<file path="src/rtl/div_unit.sv">
// div_unit: iterative radix-2 restoring divider for RV64M DIV/DIVU/REM/REMU
// and their *W variants. Single entry, valid/ready on both sides, flushable.
//
// Ports:
//   clk_i, rst_ni         clock (rising edge), async active-low reset
//   valid_i / ready_o     operation handshake (ready_o high only in IDLE)
//   op_i                  bit0 = unsigned, bit1 = remainder
//   word_i                *W variant (low 32 bits, result sign-extended)
//   rs1_i, rs2_i, rd_i    dividend, divisor, destination tag
//   flush_i               abort any in-flight or pending operation
//   valid_o / ready_i     result handshake
//   result_o, rd_o        quotient or remainder, returned tag
//
// Optional feature: define DIV_EARLY_OUT_EN to finish in one cycle when
// |dividend| < |divisor| (non-zero divisor).
module div_unit #(
  parameter int unsigned XLEN = 64
) (
  input  logic            clk_i,
  input  logic            rst_ni,
  input  logic            valid_i,
  output logic            ready_o,
  input  logic [1:0]      op_i,
  input  logic            word_i,
  input  logic [XLEN-1:0] rs1_i,
  input  logic [XLEN-1:0] rs2_i,
  input  logic [4:0]      rd_i,
  input  logic            flush_i,
  output logic            valid_o,
  input  logic            ready_i,
  output logic [XLEN-1:0] result_o,
  output logic [4:0]      rd_o
);

  typedef enum logic [1:0] {IDLE, ITER, FIXUP, DONE} state_t;

  state_t state_q, state_d;

  logic [XLEN-1:0] dvd_q;      // dividend shifts out, quotient shifts in
  logic [XLEN-1:0] rem_q;
  logic [XLEN-1:0] dsr_q;      // divisor magnitude
  logic [6:0]      cnt_q;
  logic            rem_sel_q, word_q, neg_q_q, neg_r_q;

  logic            accept;
  logic [XLEN-1:0] a_ext, b_ext, mag_a, mag_b, min_neg, special_res;
  logic            sign_a, sign_b, div_zero, ovf, early, special;
  logic [XLEN:0]   trial;
  logic [XLEN-1:0] diff, q_signed, r_signed;
  logic            ge;

  function automatic logic [XLEN-1:0] wext(input logic [XLEN-1:0] v, input logic w);
    return w ? {{(XLEN-32){v[31]}}, v[31:0]} : v;
  endfunction

  assign accept = valid_i && (state_q == IDLE) && !flush_i;

  // Operand preparation and one-cycle special cases.
  always_comb begin
    a_ext = rs1_i;
    b_ext = rs2_i;
    if (word_i) begin
      a_ext = op_i[0] ? {{(XLEN-32){1'b0}}, rs1_i[31:0]} : {{(XLEN-32){rs1_i[31]}}, rs1_i[31:0]};
      b_ext = op_i[0] ? {{(XLEN-32){1'b0}}, rs2_i[31:0]} : {{(XLEN-32){rs2_i[31]}}, rs2_i[31:0]};
    end
    sign_a   = !op_i[0] && a_ext[XLEN-1];
    sign_b   = !op_i[0] && b_ext[XLEN-1];
    mag_a    = sign_a ? -a_ext : a_ext;
    mag_b    = sign_b ? -b_ext : b_ext;
    min_neg  = word_i ? {{(XLEN-31){1'b1}}, {31{1'b0}}} : {1'b1, {(XLEN-1){1'b0}}};
    div_zero = (b_ext == '0);
    ovf      = !op_i[0] && (a_ext == min_neg) && (b_ext == '1);
`ifdef DIV_EARLY_OUT_EN
    early    = !div_zero && (mag_a < mag_b);
`else
    early    = 1'b0;
`endif
    special  = div_zero || ovf || early;
    if (div_zero)
      special_res = op_i[1] ? a_ext : '1;
    else if (ovf)
      special_res = op_i[1] ? '0 : a_ext;
    else
      special_res = op_i[1] ? a_ext : '0;
    special_res = wext(special_res, word_i);
  end

  // One restoring step; the remainder always fits XLEN bits after the
  // subtract, so the difference is taken modulo 2^XLEN.
  always_comb begin
    trial    = {rem_q, dvd_q[XLEN-1]};
    ge       = (trial >= {1'b0, dsr_q});
    diff     = trial[XLEN-1:0] - dsr_q;
    q_signed = neg_q_q ? -dvd_q : dvd_q;
    r_signed = neg_r_q ? -rem_q : rem_q;
  end

  always_ff @(posedge clk_i or negedge rst_ni) begin
    if (!rst_ni) state_q <= IDLE;
    else         state_q <= state_d;
  end

  always_comb begin
    state_d = state_q;
    ready_o = 1'b0;
    valid_o = 1'b0;
    unique case (state_q)
      IDLE: begin
        ready_o = 1'b1;
        if (accept) state_d = special ? DONE : ITER;
      end
      ITER:  if (cnt_q == 7'd1) state_d = FIXUP;
      FIXUP: state_d = DONE;
      DONE: begin
        valid_o = 1'b1;
        if (ready_i) state_d = IDLE;
      end
      default: state_d = IDLE;
    endcase
    if (flush_i) state_d = IDLE;
  end

  always_ff @(posedge clk_i or negedge rst_ni) begin
    if (!rst_ni) begin
      dvd_q     <= '0;
      rem_q     <= '0;
      dsr_q     <= '0;
      cnt_q     <= '0;
      rem_sel_q <= 1'b0;
      word_q    <= 1'b0;
      neg_q_q   <= 1'b0;
      neg_r_q   <= 1'b0;
      result_o  <= '0;
      rd_o      <= '0;
    end else if (accept) begin
      rd_o      <= rd_i;
      rem_sel_q <= op_i[1];
      word_q    <= word_i;
      neg_q_q   <= sign_a ^ sign_b;
      neg_r_q   <= sign_a;
      dsr_q     <= mag_b;
      rem_q     <= '0;
      // Word ops put the 32-bit magnitude at the top so 32 steps suffice.
      dvd_q     <= word_i ? {mag_a[31:0], {(XLEN-32){1'b0}}} : mag_a;
      cnt_q     <= word_i ? 7'd32 : 7'd64;
      if (special) result_o <= special_res;
    end else if (state_q == ITER && !flush_i) begin
      dvd_q <= {dvd_q[XLEN-2:0], ge};
      rem_q <= ge ? diff : trial[XLEN-1:0];
      cnt_q <= cnt_q - 7'd1;
    end else if (state_q == FIXUP && !flush_i) begin
      result_o <= wext(rem_sel_q ? r_signed : q_signed, word_q);
    end
  end

endmodule

</file>
<file path="config.mk">
export PLATFORM = sky130hd
export DESIGN_NAME = div_unit
export DESIGN_NICKNAME = d
export VERILOG_FILES = /design/src/rtl/div_unit.sv
export SDC_FILE = /design/constraint.sdc
export NUM_CORES = 1
export LEC_CHECK = 0
export BUFFER_PORTS_ARGS = -buffer_cell sky130_fd_sc_hd__buf_2
export CORE_MARGIN = 8
export CORE_UTILIZATION = 56
export DETAILED_ROUTE_END_ITERATION = 8
export PLACE_DENSITY = 0.79
export SLEW_MARGIN = 40
export SYNTH_ARGS = -nofsm -noshare
export SYNTH_HDL_FRONTEND = slang
export SYNTH_SLANG_ARGS = --single-unit
</file>
<file path="constraint.sdc">
create_clock -name clk_i -period 3.5 [get_ports clk_i]
set_input_delay 0.35 -clock clk_i [delete_from_list [all_inputs] [get_ports clk_i]]
set_output_delay 0.35 -clock clk_i [all_outputs]
set_load 0.01 [all_outputs]
</file>
==> impl_metrics.json, run 1 <==
{
  "place_congestion": 1.01,
  "drive_above_1_share": 0.182,
  "tightestPinTransition_ns": 0.840,
  "end_kind": "flop",
  "synth_top_area_frac": 0.294,
  "die_y_um": 220,
  "finalHoldViolations": 0,
  "r2r-end": "rem_q[60]$_DFFE_PN0P_",
  "design.core.area_um2": 40900,
  "die_x_um": 220,
  "slowest_stage": "a221o_1",
  "pwr-share-seq": 0.275,
  "syn_nets": 3259,
  "max_stage_delay_ns": 0.43,
  "path_buf_inv": 2,
  "min_to": "dsr_q[1]$_DFFE_PN0P_",
  "sw_frac_of_total": 0.459,
  "p_total_mw": 19.9,
  "drc_errors": 0,
  "cts_inserted_buffers": 35,
  "syn_inst": 3042,
  "dr.first_iter.drc_count": 3268,
  "ant_nets": 0,
  "cts_buffer_depth": 3,
  "critPathKind": "reg -> reg",
  "hpwl_um": 69300,
  "clk_pin_slew_ns": 0.06,
  "yosysMostFrequentCell": "nand2_1",
  "synth.area.top_cells": "dfrtp_1, o21ai_0, nand2_1, xor2_1, xnor2_1",
  "cts.sinks": 274,
  "clock_skew_ns": 0.0226,
  "syn_avg_cell_area_um2": 7.66,
  "ys_async_sr_fraction": 1.00,
  "port_buffers": 211,
  "finalCritPeriodShare": 0.967,
  "firstDrtPassIters": 8,
  "min_path_type": "in -> reg",
  "insertion_delay_ns": 0.57,
  "ios": 212,
  "period_needed_ns": 3.38,
  "r2r_cells": 13,
  "crit_required_ns": 3.92,
  "yosysSeqAreaShare": 0.294,
  "first_global_vias": 24477,
  "fillers": 3465,
  "grt_overflow": 0,
  "timing.rr.start": "rem_q[0]$_DFFE_PN0P_",
  "grt_pass1_wl_um": 139000,
  "yosysUniqueCellTypes": 85,
  "vias": 25413,
  "fmax_mhz": 296,
  "cp_num_cells": 13,
  "grt_usage": 0.362,
  "post_drt_wl_per_cell_um": 23.4,
  "synthFlopType": "dfrtp_1",
  "ys_ff_latch": 274,
  "p_int_mw": 10.8,
  "status": "complete, no violations",
  "routed_via_density": 6.54,
  "slew_viol_final": 0,
  "diodes": 0,
  "path_cells": "buf_4 > ha_1 > nor2b_1 > o31a_1 > o21ai_1 > a311o_1 > a221o_1 > nand4_1 > a31o_4 > buf_4 > nor2_1 > a221oi_1 > o21ai_0",
  "nets": 3547,
  "cts_tree": "yes",
  "crit_path_start_kind": "flop",
  "arrival_ns": 3.81,
  "areaGrowthSynthToFinish_pct": 19.4,
  "htree_levels": 2,
  "power_density_nw_per_um2": 716,
  "root_buffer": "clkbuf_16",
  "holdWs_ns": 0.0933,
  "synth_top_cell_by_area": "dfrtp_1",
  "p_leak_nw": 12.4,
  "irDropWorstVdd_uv": 351,
  "drv_cap": 0,
  "switchingPower_mw": 9.14,
  "die_area_um2": 48400,
  "finalSetupViolations": 0,
  "min_from": "rs2_i[1]",
  "start_util": 0.569,
  "path_max_fanout": 12,
  "power_frac_clock": 0.195,
  "hold_depth": 3,
  "yosys-top-cells-count": "nand2_1, o21ai_0, dfrtp_1",
  "wl_um": 90800,
  "critPathTopFamily": "compound AO/OA/AOI/OAI gates",
  "r2r_slack_ns": 0.12,
  "rsz0062_at_grt": "yes",
  "yosys_warnings": 0,
  "cp_common_cell": "buf_4",
  "slew_headroom": 0.434,
  "pwr-share-comb": 0.531,
  "fp-row-count": 74,
  "synth-edff-count": 0,
  "grt_max_degree": 132,
  "syn_area_um2": 23300,
  "antenna_found_initial": 1
}
cells in the final DEF, fill, tap and decap left out, types with 12 or more instances in the layout:
| cell | Yosys | final |
|---|---|---|
| nand2_1 | 374 | 374 |
| o21ai_0 | 347 | 346 |
| dfrtp_1 | 274 | 269 |
| nor2_1 | 259 | 255 |
| buf_4 | 0 | 231 |
| a21oi_1 | 227 | 222 |
| buf_2 | 14 | 210 |
| xor2_1 | 147 | 146 |
| xnor2_1 | 142 | 142 |
| inv_1 | 108 | 107 |
| ha_1 | 75 | 70 |
| mux2i_1 | 64 | 64 |
| a31oi_1 | 60 | 59 |
| nor3_1 | 55 | 55 |
| o31ai_1 | 57 | 55 |
| nand4_1 | 44 | 44 |
| or3_1 | 43 | 42 |
| o211ai_1 | 39 | 39 |
| nand3_1 | 38 | 38 |
| clkbuf_16 | 0 | 38 |
| a21o_1 | 38 | 37 |
| o22ai_1 | 33 | 33 |
| a211oi_1 | 33 | 32 |
| nor4_1 | 30 | 27 |
| o41ai_1 | 27 | 26 |
| a22oi_1 | 24 | 24 |
| or4_1 | 22 | 22 |
| nand2b_1 | 21 | 21 |
| o21a_1 | 16 | 16 |
| or2_2 | 17 | 16 |
| a222oi_1 | 16 | 16 |
| buf_12 | 0 | 15 |
| and2_1 | 15 | 14 |
| nor2b_1 | 14 | 13 |
| o21bai_1 | 12 | 12 |
how the worst max path moves through the flow:
stage                                     start  slack (ns)                  endpoint
after floorplan           dvd_q[63]$_DFFE_PN0P_        0.17     rem_q[56]$_DFFE_PN0P_
after global placement                   word_i       -0.25  result_o[58]$_DFFE_PN0P_
after detailed placement                 word_i       -0.21  result_o[58]$_DFFE_PN0P_
after CTS                 rem_q[24]$_DFFE_PN0P_        0.03  result_o[60]$_DFFE_PN0P_
after global routing      dsr_q[13]$_DFFE_PN0P_       -0.02     rem_q[40]$_DFFE_PN0P_
final                      rem_q[0]$_DFFE_PN0P_        0.12     rem_q[60]$_DFFE_PN0P_
power by group through the flow:
stage / logic (mW) / clock network [mW] / registers [mW]
2_1_floorplan: 6.47 / 0 / 5.25
3_3_place_gp: 9.90 / 0 / 5.38
3_5_place_dp: 10.1 / 0 / 5.45
4_1_cts: 10.2 / 3.88 / 5.42
5_1_grt: 11.4 / 4.00 / 5.59
6_report: 10.6 / 3.88 / 5.46
what timing repair did:
| item | in CTS | in global routing |
|---|---|---|
| setup endpoints to repair | 7 | 65 |
| gates resized for setup | 4 | 33 |
| pin swaps | 1 | 9 |
| setup buffers | 1 | 1 |
| hold endpoints to repair | 52 | 0 |
| hold buffers | 6 | 0 |
| gates cloned | 0 | 1 |
layer usage:
metal | GRT usage | vias to the layer above | part of all wire
met5 | 0 | - | 0.000099
met4 | 0.194 | 2 | 0.055
met3 | 0.0646 | 282 | 0.10
met2 | 0.561 | 1567 | 0.45
met1 | 0.476 | 11983 | 0.39
li1 | - | 11579 | -
stage by stage:
| stage | util | TNS (ns) | cell area (um^2) | cells | worst slack [ns] |
|---|---|---|---|---|---|
| 5_1_grt | 0.679 | -0.0418 | 27800 | 3887 | -0.0204 |
| 3_3_place_gp | 0.641 | -4.18 | 26200 | 3814 | -0.248 |
| 4_1_cts | 0.674 | 0 | 27600 | 3884 | 0.0262 |
| 3_5_place_dp | 0.642 | -3.44 | 26300 | 3815 | -0.210 |
| 2_1_floorplan | - | 0 | 23300 | 3042 | 0.167 |
| 6_report | 0.679 | 0 | 27800 | 3887 | 0.116 |
cell families after synthesis:
| group | count (synthesis) | share of synthesized area |
|---|---|---|
| compound gates | 1025 | 0.273 |
| fa+ha+maj | 76 | 0.0412 |
| buf+inv | 323 | 0.0535 |
| flops | 274 | 0.294 |
| mux | 66 | 0.0285 |
| xor+xnor | 289 | 0.109 |
| simple gates | 989 | 0.201 |
worst min-delay path, cell delays in order:
cell     delay [ns]
buf_2          0.13
nand2_1        0.06
a31oi_1        0.07
layout make-up:
cell class	instances	area, um^2	area share
Sequential cell	274	6860	0.247
Multi-Input combinational cell	2445	15400	0.555
Clock buffer	49	1010	0.0363
Inverter	108	405	0.0146
Clock inverter	13	195	0.00702
Tap cell	532	666	0.0239
Timing Repair Buffer	466	3240	0.116
flip-flops by register name, indices dropped and copies added, names as in the netlist:
signal and cells:
dsr_q 64, rd_o 5, cnt_q 7, neg_r_q 1
rem_q 64, result_o 64, dvd_q 64, word_q 1
rem_sel_q 1, state_q 2, neg_q_q 1
Power figures use the tool's default switching activity.
==> run 2: changes to the inputs <==
- CORE_ASPECT_RATIO: unset -> 1.4
==> impl_metrics.json, run 2 (synthesis gave the netlist of run 1 again) <==
{
  "status": "complete, no violations",
  "hpwl_um": 72600,
  "tightestPinTransition_ns": 0.848,
  "fmax_mhz": 292,
  "timing.rr.start": "rem_q[12]$_DFFE_PN0P_",
  "arrival_ns": 3.89,
  "crit_path_start_kind": "flop",
  "period_needed_ns": 3.42,
  "drive_above_1_share": 0.201,
  "cts_buffer_depth": 3,
  "final_common_cell": "nand2_1",
  "antenna_found_initial": 1,
  "final_cell_mix": "nand2_1, o21ai_0, buf_4",
  "areaGrowthSynthToFinish_pct": 21.0,
  "min_from": "flush_i",
  "drv_cap": 0,
  "r2r_slack_ns": 0.08,
  "cts_tree": "yes",
  "holdWs_ns": 0.0286,
  "p_total_mw": 20.1,
  "p_leak_nw": 12.6,
  "slew_headroom": 0.430,
  "wl_um": 94200,
  "die_area_um2": 48500,
  "design_area_um2": 28200,
  "irDropWorstVdd_uv": 481,
  "r2r_cells": 10,
  "instances_no_fill": 3963,
  "path_max_fanout": 6,
  "first_global_vias": 25600,
  "end_kind": "flop",
  "die_x_um": 188,
  "post_dp_cell_area_um2": 26800,
  "clk_pin_slew_ns": 0.07,
  "power_density_nw_per_um2": 714,
  "final_core_util": 0.684,
  "dr.first_iter.drc_count": 2878,
  "grt_usage": 0.373,
  "diodes": 0,
  "grt_max_degree": 101,
  "post_drt_wl_per_cell_um": 23.8,
  "finalCritPeriodShare": 0.977,
  "fp-row-count": 88,
  "hold_depth": 2,
  "drc_errors": 0,
  "nets": 3616,
  "r2r-end": "result_o[62]$_DFFE_PN0P_",
  "place_worst_setup_slack_ns": -0.314,
  "grt_overflow": 0,
  "htree_levels": 1,
  "critPathKind": "reg -> reg",
  "cts_inserted_buffers": 30,
  "min_path_type": "in -> reg",
  "finalSetupViolations": 0,
  "grt_pass1_wl_um": 145000,
  "routed_via_density": 6.53,
  "clock_skew_ns": 0.0300,
  "port_buffers": 211,
  "placed_cells": 3897,
  "crit_required_ns": 3.97,
  "start_util": 0.566,
  "cts.sinks": 274,
  "fin_setup_tns_ns": 0,
  "rsz0062_at_grt": "yes",
  "ant_nets": 0,
  "setup_ws_ns": 0.0811,
  "vias": 25883,
  "finalHoldViolations": 0,
  "firstDrtPassIters": 6,
  "die_y_um": 257,
  "place_congestion": 1.03,
  "ios": 212,
  "root_buffer": "clkbuf_16",
  "min_to": "state_q[1]$_DFFE_PN0P_",
  "design.core.area_um2": 41200,
  "slew_viol_final": 0,
  "fillers": 3481,
  "insertion_delay_ns": 0.62
}
[run 2: cell count changes in the layout (fill, tap and decap cells not counted), moves of 3 or more]
cell,change
clkinvlp_4,+4
nor2_2,+3
clkbuf_16,-8
clkbuf_1,-6
clkbuf_8,-3
nor2_1,-3
buf_4,+79
buf_12,-3
[run 2: timing repair]
item	4_1_cts	5_1_grt
endpoints found under the hold margin	84	0
endpoints found under the setup margin	35	30
hold buffers	6	0
buffers inserted	1	2
pin swaps	5	17
gates resized for setup	9	31
[run 2: cell type report]
type | count | area (um^2) | share of cell area
multi-input combinational | 2445 | 15400 | 0.547
tap | 540 | 676 | 0.0240
clock inverter | 22 | 309 | 0.0110
clock buffer | 34 | 796 | 0.0282
timing repair buffer | 540 | 3720 | 0.132
inverter | 108 | 405 | 0.0144
sequential | 274 | 6860 | 0.244
[run 2: where the power goes]
group | internal, mW | total, mW | switching, mW
logic | 4.45 | 11.0 | 6.56
clock network | 2.09 | 3.63 | 1.54
registers | 4.32 | 5.46 | 1.14
[run 2: layer usage]
metal / wire [um] / up-vias / global-route usage
li1: - / 11726 / -
met1: 34300 / 12197 / 0.437
met2: 44700 / 1583 / 0.630
met3: 7900 / 377 / 0.0529
met4: 7230 / 0 / 0.250
met5: 0 / - / 0
[run 2: worst max-delay path by stage]
stage	start	end	slack, ns	cells past startpoint
global route	dsr_q[62]$_DFFE_PN0P_	rem_q[62]$_DFFE_PN0P_	-0.06	14
finish	rem_q[12]$_DFFE_PN0P_	result_o[62]$_DFFE_PN0P_	0.08	10
global placement	word_i	result_o[44]$_DFFE_PN0P_	-0.35	12
floorplan	dvd_q[63]$_DFFE_PN0P_	rem_q[56]$_DFFE_PN0P_	0.17	14
detailed placement	word_i	result_o[44]$_DFFE_PN0P_	-0.31	12
CTS	rem_q[17]$_DFFE_PN0P_	rem_q[63]$_DFFE_PN0P_	0.004	13
[run 2: critical path, stage by stage (launching register included)]
cell     delay (ns)
dfrtp_2        0.45
or4_4          0.59
or4_4          0.55
nor3_4         0.17
buf_12         0.15
nand3_2        0.08
or3_4          0.36
o31ai_2        0.24
xor2_1         0.24
o22ai_1        0.12
o32a_1         0.32
